[src/rtl/sparc_exu_yreg_wctl_pkg.sv]
// Shared definitions for the Y register write-control sequencer:
// pipe entry kind encoding, default sizes and the pipe entry record.
package sparc_exu_yreg_wctl_pkg;

    localparam int YREG_NTHR   = 4;
    localparam int YREG_YCNT_W = 3;

    typedef enum logic [1:0] {
        KIND_WRY  = 2'd0,
        KIND_MULS = 2'd1,
        KIND_MUL  = 2'd2
    } ykind_e;

    typedef struct packed {
        logic                 vld;
        ykind_e               kind;
        logic [YREG_NTHR-1:0] thr;
        logic                 d31;
    } ypipe_t;

    // Kind of the E instruction; only meaningful when exactly one valid is set.
    function automatic ykind_e kind_from_e(input logic wry, input logic muls);
        if (wry) begin
            return KIND_WRY;
        end else if (muls) begin
            return KIND_MULS;
        end
        return KIND_MUL;
    endfunction

endpackage

[src/rtl/sparc_exu_yreg_thrcnt.sv]
// Per-thread pending Y write counter: one increment and up to four
// decrements per cycle, saturating at the top and clamping at zero.
// busy is registered and reflects the count after the last update.
module sparc_exu_yreg_thrcnt
    import sparc_exu_yreg_wctl_pkg::*;
#(
    parameter int YCNT_W = YREG_YCNT_W
) (
    input  logic       clk,
    input  logic       arst_l,
    input  logic       i_inc,
    input  logic [2:0] i_ndec,
    output logic       o_busy
);

    localparam int CNT_MAX = (1 << YCNT_W) - 1;

    logic [YCNT_W-1:0] r_cnt;
    logic [YCNT_W-1:0] w_cnt_nxt;
    logic              r_busy;
    int                w_sum;

    // Net change this cycle, clamped into [0, CNT_MAX]
    always_comb begin
        w_sum     = int'(r_cnt) + int'(i_inc) - int'(i_ndec);
        w_cnt_nxt = '0;
        if (w_sum > CNT_MAX) begin
            w_cnt_nxt = YCNT_W'(CNT_MAX);
        end else if (w_sum > 0) begin
            w_cnt_nxt = YCNT_W'(w_sum);
        end
    end

    // Count and busy flag registers
    always_ff @(posedge clk or negedge arst_l) begin
        if (!arst_l) begin
            r_cnt  <= '0;
            r_busy <= 1'b0;
        end else begin
            r_cnt  <= w_cnt_nxt;
            r_busy <= (w_cnt_nxt != '0);
        end
    end

    assign o_busy = r_busy;

endmodule

[src/rtl/sparc_exu_yreg_wctl.sv]
// Y register write-control sequencer. Carries WRY / MULScc / UMUL-SMUL
// entries through M, W, W2 and merges them with multiplier returns at G
// into per-thread write, shift and hold selects.
// Optional macro EXU_YREG_SB_EN: adds the per-thread pending-write
// scoreboard driving yreg_busy; without it yreg_busy is tied low.
module sparc_exu_yreg_wctl
    import sparc_exu_yreg_wctl_pkg::*;
#(
    parameter int NTHR   = YREG_NTHR,
    parameter int YCNT_W = YREG_YCNT_W
) (
    input  logic            clk,
    input  logic            arst_l,
    input  logic            se,
    input  logic [NTHR-1:0] ecl_thr_e,
    input  logic            ecl_wry_vld_e,
    input  logic            ecl_muls_vld_e,
    input  logic            ecl_mulywr_vld_e,
    input  logic            ecl_kill_m,
    input  logic            ecl_kill_w,
    input  logic            byp_muls_rs1_0_w,
    input  logic            mul_ydone_g,
    input  logic [NTHR-1:0] mul_thr_g,
    output logic [NTHR-1:0] yreg_wen_w,
    output logic [NTHR-1:0] yreg_wen_g,
    output logic [NTHR-1:0] yreg_wen_l,
    output logic [NTHR-1:0] yreg_shift_g,
    output logic            yreg_data_31_g,
    output logic [NTHR-1:0] yreg_busy,
    output logic            yreg_collide
);

    logic            w_cap_e;
    ykind_e          w_kind_e;
    ypipe_t          r_m;
    ypipe_t          r_w;
    ypipe_t          r_w2;
    logic [NTHR-1:0] w_sel_w;
    logic [NTHR-1:0] w_sel_s;
    logic [NTHR-1:0] w_shift;
    logic [NTHR-1:0] w_g_raw;
    logic [NTHR-1:0] w_wen_g;
    logic            w_unused;

    // Ambiguous E cycles (zero or several valids) are not tracked at all
    assign w_cap_e  = (ecl_wry_vld_e ^ ecl_muls_vld_e ^ ecl_mulywr_vld_e) &
                      ~(ecl_wry_vld_e & ecl_muls_vld_e & ecl_mulywr_vld_e);
    assign w_kind_e = kind_from_e(ecl_wry_vld_e, ecl_muls_vld_e);

    // Advance E -> M -> W -> W2; each kill drops the entry at its stage
    always_ff @(posedge clk or negedge arst_l) begin
        if (!arst_l) begin
            r_m  <= '0;
            r_w  <= '0;
            r_w2 <= '0;
        end else begin
            r_m.vld  <= w_cap_e;
            r_m.kind <= w_kind_e;
            r_m.thr  <= ecl_thr_e;
            r_m.d31  <= 1'b0;
            r_w      <= r_m;
            r_w.vld  <= r_m.vld & ~ecl_kill_m;
            r_w2     <= r_w;
            r_w2.vld <= r_w.vld & ~ecl_kill_w;
            r_w2.d31 <= byp_muls_rs1_0_w;
        end
    end

    // W2 decode; MUL entries retire silently since their data comes at G
    assign w_sel_w = (r_w2.vld && (r_w2.kind == KIND_WRY))  ? r_w2.thr : '0;
    assign w_sel_s = (r_w2.vld && (r_w2.kind == KIND_MULS)) ? r_w2.thr : '0;

    // Same-thread priority: WRY write, then MULScc shift, then multiplier
    assign w_shift = w_sel_s & ~w_sel_w;
    assign w_g_raw = mul_ydone_g ? mul_thr_g : '0;
    assign w_wen_g = w_g_raw & ~(w_sel_w | w_shift);

    assign yreg_wen_w     = w_sel_w;
    assign yreg_shift_g   = w_shift;
    assign yreg_wen_g     = w_wen_g;
    assign yreg_wen_l     = ~(w_sel_w | w_shift | w_wen_g);
    assign yreg_data_31_g = r_w2.d31 & (|w_shift);
    assign yreg_collide   = |(w_g_raw & (w_sel_w | w_shift));

`ifdef EXU_YREG_SB_EN
    logic [NTHR-1:0] w_dec_m;
    logic [NTHR-1:0] w_dec_w;
    logic [NTHR-1:0] w_dec_w2;

    // Every way an outstanding write can stop being outstanding
    assign w_dec_m  = (r_m.vld & ecl_kill_m) ? r_m.thr : '0;
    assign w_dec_w  = (r_w.vld & ecl_kill_w) ? r_w.thr : '0;
    assign w_dec_w2 = w_sel_w | w_sel_s;

    for (genvar gi = 0; gi < NTHR; gi++) begin : g_thr
        logic       w_inc;
        logic [2:0] w_ndec;

        assign w_inc  = w_cap_e & ecl_thr_e[gi];
        assign w_ndec = {2'b00, w_dec_m[gi]} + {2'b00, w_dec_w[gi]} +
                        {2'b00, w_dec_w2[gi]} + {2'b00, w_g_raw[gi]};

        sparc_exu_yreg_thrcnt #(
            .YCNT_W (YCNT_W)
        ) u_cnt (
            .clk    (clk),
            .arst_l (arst_l),
            .i_inc  (w_inc),
            .i_ndec (w_ndec),
            .o_busy (yreg_busy[gi])
        );
    end
`else
    assign yreg_busy = '0;
`endif

    // Scan enable has no functional role; M/W d31 slots are never read
    assign w_unused = ^{se, r_m.d31, r_w.d31};

endmodule

[config.mk]
export PLATFORM = sky130hd
export DESIGN_NAME = sparc_exu_yreg_wctl
export DESIGN_NICKNAME = d
export VERILOG_FILES = /design/src/rtl/sparc_exu_yreg_wctl_pkg.sv /design/src/rtl/sparc_exu_yreg_thrcnt.sv /design/src/rtl/sparc_exu_yreg_wctl.sv
export SDC_FILE = /design/constraint.sdc
export NUM_CORES = 1
export LEC_CHECK = 0
export BUFFER_PORTS_ARGS = -buffer_cell sky130_fd_sc_hd__buf_2
export CAP_MARGIN = 25
export CORE_MARGIN = 2
export CORE_UTILIZATION = 45
export DETAILED_ROUTE_END_ITERATION = 7
export GPL_ROUTABILITY_DRIVEN = 0
export PLACE_DENSITY = 0.77
export SETUP_SLACK_MARGIN = 0.3
export SYNTH_ARGS = -nofsm -noshare
export SYNTH_HDL_FRONTEND = slang
export SYNTH_SLANG_ARGS = --single-unit
[constraint.sdc]
create_clock -name clk -period 1.6 [get_ports clk]
set_input_delay 0.32 -clock clk [delete_from_list [all_inputs] [get_ports clk]]
set_output_delay 0.32 -clock clk [all_outputs]
set_load 0.01 [all_outputs]
After elaboration in Yosys (flattened, before gate mapping)
Cells that the tools add are included.

Bits in registers: 22. Input bits: 18. Output and inout port bits: 22. Word-level logic and storage cells: 43.

Eq/ne operators: 1. Muxes and demuxes: 8. Bitwise gates (word level): 19. Reductions and logical operators: 5.

Operator list (number): $and A4 B4 Y4 (3); $mux W4 (3); $not A4 Y4 (3); $or A4 B4 Y4 (2); $reduce_or A4 Y1 (2); $and A1 B1 Y1 (6); $mux W2 (3); $not A1 Y1 (3); $eq A2 B1 Y1 const B (1); $logic_and A1 B1 Y1 (2); $logic_not A2 Y1 (1); $mux W1 (2); $xor A1 B1 Y1 (2).

Depth between registers and ports, before layout
Gate-level depths: netlist (run 1).

Depth in word-level cells: 10. Mapped depth: 4. Mapped depth without buffers: 3.

Worst setup path before layout (run 1)
OpenSTA, ideal clock, no wires.

Path type: reg-to-output. Start point: reg r_w2[6] (netlist bit). End point: out yreg_wen_g[1]. Arrival time: 0.908 ns. Data required time: 1.280 ns. Path slack: 0.372 ns. Cell stages (with the launch flop): 5. Path buffers: 1. Cell sequence: dfrtp_1 > nor2b_4 > buf_6 > nand2_4 > and3_1.

Longest elaborated chain between the ends: 8. Elaborated cells on any way between the ends: 11. Those cells by class: eq/ne (1); mux (2); bitwise (5); reduce/logical (3).

Ends and longest elaborated chain: start: declaration (RTL line sparc_exu_yreg_wctl.sv:37) `ypipe_t r_w2;`; start signal: assignment (RTL line sparc_exu_yreg_wctl.sv:63) `r_w2 <= r_w;`; $logic_not A2 Y1 (RTL line sparc_exu_yreg_wctl.sv:70) `assign w_sel_w = (r_w2.vld && (r_w2.kind == KIND_WRY)) ? r_w2.thr : '0;`; $logic_and A1 B1 Y1 (RTL line sparc_exu_yreg_wctl.sv:70); $mux W4 (RTL line sparc_exu_yreg_wctl.sv:70); $not A4 Y4 (RTL line sparc_exu_yreg_wctl.sv:74) `assign w_shift = w_sel_s & ~w_sel_w;`; $and A4 B4 Y4 (RTL line sparc_exu_yreg_wctl.sv:74); $or A4 B4 Y4 * (RTL line sparc_exu_yreg_wctl.sv:76) `assign w_wen_g = w_g_raw & ~(w_sel_w | w_shift);`; $not A4 Y4 * (RTL line sparc_exu_yreg_wctl.sv:76); $and A4 B4 Y4 * (RTL line sparc_exu_yreg_wctl.sv:76); end: declaration (RTL line sparc_exu_yreg_wctl.sv:25) `output logic [NTHR-1:0] yreg_wen_g,`.

Mark *: on every way between the ends. The rest lies on a longest branch, timed or not.

Worst setup path in the final report (run 1)
Ends and elaborated chain as after synthesis.

==> flow_summary.ini, run 1 <==
[synth]
synth_simple_gate_area_share_pct = 19.6
synth.avg_cell_area_sq_um = 12.9
syn_inst = 68
seq_area_frac_synth_pct = 62.9
netlist_area_sq_um = 875
synth-seq-cells = 22
synth_compound_area_share_pct = 5.01
synthXorXnorAreaFrac_pct = 0
synthAdderAreaFrac_pct = 4.29
synth_mux_area_share_pct = 1.14
synth_warnings = 0
synth_top_family_by_area = simple AND/OR/NAND/NOR gates
synthDistinctLibCells = 25

[setup_path]
rr_startpoint = r_w[7]
timing.rr.end = r_w2[7]
arrival_ns = 1.41
cp_num_buf_inv = 2
reg2reg_slack_ns = 1.01
worstPathRequired_ns = 1.28
critPathKind = flop to output port
critical-path-top-delay-family = simple AND/OR/NAND/NOR gates
cp_max_fo = 6
critical_path.slowest_cell = dfrtp_1
path_cells = nor2b_4, buf_12, nand2_4, and3_4, buf_6
setup.worst_path.start_class = flop
critPathMaxStageDelay_ns = 0.42
r2r_cells = 1
endpoint_kind = output port

[power]
p_leak_nw = 0.609
switching_share_pct = 21.8
seq_power_share_pct = 60.1
pwr-share-clk_pct = 27.9
vdd_drop_max_mv = 0.581
intPower_w = 0.000783
p_comb_share_pct = 12.1
powerDensity_nw_per_um2 = 858
p_sw_w = 0.000218

[grt]
grt-ovfl-total = 0
grt_pass1_wl_mm = 1.94
grt_max_degree = 23
grt_pass1_vias = 491
grt_usage_pct = 12.6
antenna_found_initial = 0

[clock_network]
clk-insertion-delay-late_ns = 0.29
htree_levels = 1
clockRootBuffer = clkbuf_4
clkSinkCount = 22
ctsLongestPathBuffers = 2
cts_tree = yes
cts_made_buffers = 3
clk_pin_slew_ns = 0.11

[timing]
hold_viol_final = 0
final.min_clock_period_ns = 1.73
worst_clock_skew_ns = 0.00344
rsz0062_at_grt = true
timing.hold.ws_ns = 0.126
setup_violations = 9
period_share_pct = 108
drv_slew = 0
layout_setup_ws_ns = -0.133
fmax_mhz = 577

[cells_and_area]
area_growth_pct = 33.3
layout-drive-gt1-share_pct = 51.4
final_nets = 127
diodes = 0
design_area_sq_um = 1170
fill_cells = 157

[floorplanning]
fp.coreArea_sq_um = 1780
dieWidth_microns = 48.1
die_h_microns = 48.1
dieArea_sq_um = 2310
ios = 40
core.rowCount = 15
initial_utilization_pct = 49.1

[worst_hold_path]
hold-path-cell-count = 1
hp-start = byp_muls_rs1_0_w
min_delay_worst_endpoint = r_w2[0]
hp-class = input pin to flop

[routing]
vias = 637
ant_nets = 0
remaining_drc_errors = 0
drt-total-wl_mm = 1.48
wl_per_cell_microns = 11.4
drtIter0Drc = 4
first_pass_iters = 4
via_per_inst = 4.90

[status]
violations = negative setup slack
status = complete, but fails checks

[placement]
portBuffers = 34
hpwl_mm = 1.07
placed_area_sq_um = 1040

[job]
cap_violations = 0
[metal layers]
layer  share of wire [%]  track usage [%]
met1                  39             12.0
met2                  54             25.1
met3                 6.2             3.40
met4                0.47             4.86
met5                   0                0
[Yosys cell counts]
library cell | number | share of area, %
nor2b_4 | 1 | 1.6
and3b_2 | 1 | 1.1
nand2_1 | 3 | 1.3
a22oi_1 | 3 | 2.6
nand3_1 | 1 | 0.57
dfrtp_1 | 22 | 63
buf_2 | 1 | 0.57
nor2b_1 | 2 | 1.4
and2_1 | 1 | 0.72
mux2i_1 | 1 | 1.1
nand3b_1 | 1 | 0.86
nor2_1 | 4 | 1.7
ha_1 | 3 | 4.3
and3_2 | 3 | 2.6
and3_1 | 4 | 2.9
clkbuf_1 | 1 | 0.43
conb_1 | 1 | 0.43
nand2b_1 | 1 | 0.72
a41oi_2 | 1 | 1.9
buf_4 | 4 | 3.4
nand4_1 | 4 | 2.9
a21oi_1 | 1 | 0.57
buf_6 | 1 | 1.3
inv_1 | 2 | 0.86
nand2_4 | 1 | 1.3
[final cells by class]
cell class | instances | area (sq um) | area share, %
clock buffers | 4 | 36.3 | 3.11
inverters | 2 | 7.51 | 0.644
multi-input cells | 40 | 308 | 26.4
flip-flops and latches | 22 | 551 | 47.2
well taps | 25 | 31.3 | 2.68
repair buffers | 37 | 233 | 20.0
[how the worst max path moves through the flow]
stage / startpoint / to / cells after the start
after floorplan: r_w2[6] / yreg_wen_g[1] / 4
after global placement: r_w2[6] / yreg_data_31_g / 4
after detailed placement: r_w2[6] / yreg_data_31_g / 4
after CTS: r_w2[6] / yreg_data_31_g / 4
after global routing: r_w2[7] / yreg_data_31_g / 5
final: r_w2[6] / yreg_wen_g[1] / 5
[state kept, by name (all words and copies together), names as in the netlist]
name  count
r_w       7
r_w2      8
r_m       7
[power by group through the flow]
stage	Sequential, W	Combinational [W]	Clock, W
after detailed placement	0.000611	0.000103	0
after global routing	0.000605	0.000134	0.000323
after global placement	0.000609	0.0000980	0
after floorplan	0.000606	0.0000603	0
final	0.000601	0.000121	0.000279
after CTS	0.000601	0.000112	0.000296
[kinds of logic (layout without fill, tap and decap cells)]
kind of cell	Yosys count	in the layout
flip-flops	22	22
buffers and inverters	9	43
AO/OA/AOI/OAI	5	5
other	1	4
adder cells (fa/ha/maj)	3	3
multiplexers	1	1
AND/OR/NAND/NOR	27	27
[placed cells by master (no fill, tap or decap), types with 2 or more instances in the layout]
cell type / synthesis / layout
buf_2: 1 / 30
nor2_1: 4 / 3
buf_6: 1 / 4
nor2b_1: 2 / 2
dfrtp_1: 22 / 22
a22oi_1: 3 / 2
and3_2: 3 / 2
nand2_1: 3 / 2
inv_1: 2 / 2
clkbuf_4: 0 / 3
and3_4: 0 / 3
conb_1: 1 / 4
and3_1: 4 / 2
nand4_1: 4 / 4
ha_1: 3 / 3
[stage by stage]
step                TNS [ns]  setup slack [ns]  cells  util, %  total power [W]
global route           -2.02            -0.204    130     65.4          0.00106
finish                -0.793            -0.133    130     65.4          0.00100
detailed placement         0             0.136    124     58.6         0.000714
CTS                   -0.727            -0.122    130     63.4          0.00101
global placement           0             0.152    124     58.6         0.000707
floorplan                  0             0.372     71        -         0.000666
[repair_timing]
action,CTS,global route
setup buffers,1,0
pin swaps,5,2
hold endpoints to repair,22,0
hold buffers,1,0
resized for setup,4,9
endpoints found under the setup margin,18,18
Power figures use the tool's default switching activity.
==> inputs of run 2 (changes only) <==
--- a/config.mk
+++ b/config.mk
@@ -8,10 +8,10 @@
 export BUFFER_PORTS_ARGS = -buffer_cell sky130_fd_sc_hd__buf_2
 export CAP_MARGIN = 25
 export CORE_MARGIN = 2
-export CORE_UTILIZATION = 45
+export CORE_UTILIZATION = 30
+export CTS_BUF_LIST = sky130_fd_sc_hd__clkbuf_4 sky130_fd_sc_hd__clkbuf_8
 export DETAILED_ROUTE_END_ITERATION = 7
 export GPL_ROUTABILITY_DRIVEN = 0
-export PLACE_DENSITY = 0.77
 export SETUP_SLACK_MARGIN = 0.3
 export SYNTH_ARGS = -nofsm -noshare
 export SYNTH_HDL_FRONTEND = slang
==> flow_summary.ini, run 2 (synthesis results as in run 1) <==
[setup_path]
critPathMaxStageDelay_ns = 0.43
cp_max_fo = 7
critPathKind = flop to output port
setup.worst_path.start_class = flop
endpoint_kind = output port
crit_path_start = r_w2[6]
arrival_ns = 1.39
worstPathRequired_ns = 1.28
critical-path-top-delay-family = flip-flops
path_cells = nor2b_4, buf_12, nand2_4, a41oi_2, buf_2
cp_num_buf_inv = 2
critical_path.slowest_cell = dfrtp_1
rr_startpoint = r_m[7]

[cells_and_area]
layout_common_cells = buf_2 (31), dfrtp_1 (22)
diodes = 0
largest_registers = r_w2: 8 flops, r_m: 7 flops, r_w: 7 flops
final_common_cell = buf_2
layout-drive-gt1-share_pct = 48.6
area_growth_pct = 32.5
top_register = r_w2
largest_reg_flops = 8
final_nets = 128

[floorplanning]
fp.coreArea_sq_um = 2760
core.rowCount = 19
initial_utilization_pct = 31.7
dieWidth_microns = 58.0
die_h_microns = 58.0
dieArea_sq_um = 3360
ios = 40

[power]
vdd_drop_max_mv = 0.548
p_leak_nw = 0.605
report.power.total_w = 0.000939
powerDensity_nw_per_um2 = 810

[routing]
first_pass_iters = 4
vias = 605
remaining_drc_errors = 0
wl_per_cell_microns = 10.4
ant_nets = 0
drt-total-wl_mm = 1.41
drtIter0Drc = 51
via_per_inst = 4.45

[grt]
grt_pass1_vias = 579
grt_usage_pct = 9.42
grt_pass1_wl_mm = 2.39
antenna_found_initial = 0
grt-ovfl-total = 0
grt_max_degree = 23

[clock_network]
clkSinkCount = 22
cts_made_buffers = 3
ctsLongestPathBuffers = 2
clockRootBuffer = clkbuf_4
clk_pin_slew_ns = 0.10
cts_tree = yes
htree_levels = 1
clk-insertion-delay-late_ns = 0.28

[timing]
timing.hold.ws_ns = 0.132
layout_setup_ws_ns = -0.113
final.min_clock_period_ns = 1.71
fin_setup_tns_ns = -0.595
period_share_pct = 107
setup_violations = 10
drv_slew = 0
fmax_mhz = 584
rsz0062_at_grt = true
hold_viol_final = 0
worst_clock_skew_ns = 0.00163

[worst_hold_path]
hp-class = input pin to flop
hp-start = ecl_thr_e[2]

[status]
violations = negative setup slack
status = complete, but fails checks

[placement]
post-place-ws_ns = 0.135
hpwl_mm = 1.07
portBuffers = 34

[job]
cap_violations = 0
-- run 2: layout make-up --
class                   instances  area, sq um
well taps                      31         38.8
clock buffers                   3         22.5
flip-flops and latches         22          551
fillers                       263         1600
repair buffers                 38          238
multi-input cells              40          302
inverters                       2         7.51
-- run 2: metal layers --
layer,vias to the layer above,wire length (microns),global-route usage [%]
li1,297,-,-
met1,271,600,9.93
met2,37,666,17.2
met3,0,143,2.23
met4,0,0,4.98
met5,-,0,0
-- run 2: where the power goes --
| group | internal [W] | switching [W] |
|---|---|---|
| sequential | 0.000585 | 0.0000161 |
| clock | 0.0000874 | 0.000134 |
| combinational | 0.0000566 | 0.0000599 |
| total | 0.000729 | 0.000210 |
-- run 2: worst paths after layout --
kind | end | slack [ns] | cells after the start
max | yreg_data_31_g | -0.11 | 5
min | r_m[3] | 0.13 | 1
max reg2reg | r_w[7] | 1.01 | 1
min reg2reg | r_w2[2] | 0.36 | 0
max in group asynchronous | r_w2[4] | 0.79 | 2
min in group asynchronous | r_m[2] | 0.50 | 2
-- run 2: timing repair --
item	in CTS	in global routing
hold buffers	1	0
cloned	0	0
gates resized for setup	8	2
pin swaps	4	0
endpoints found under the hold margin	22	0
setup endpoints to repair	18	18
setup buffers	1	1
-- run 2: through the flow --
| step | util (%) | instance area, sq um | instances |
|---|---|---|---|
| floorplan | - | 886 | 71 |
| global placement | 38.2 | 1050 | 130 |
| detailed placement | 38.2 | 1050 | 130 |
| CTS | 41.5 | 1140 | 135 |
| global route | 42.0 | 1160 | 136 |
| finish | 42.0 | 1160 | 136 |
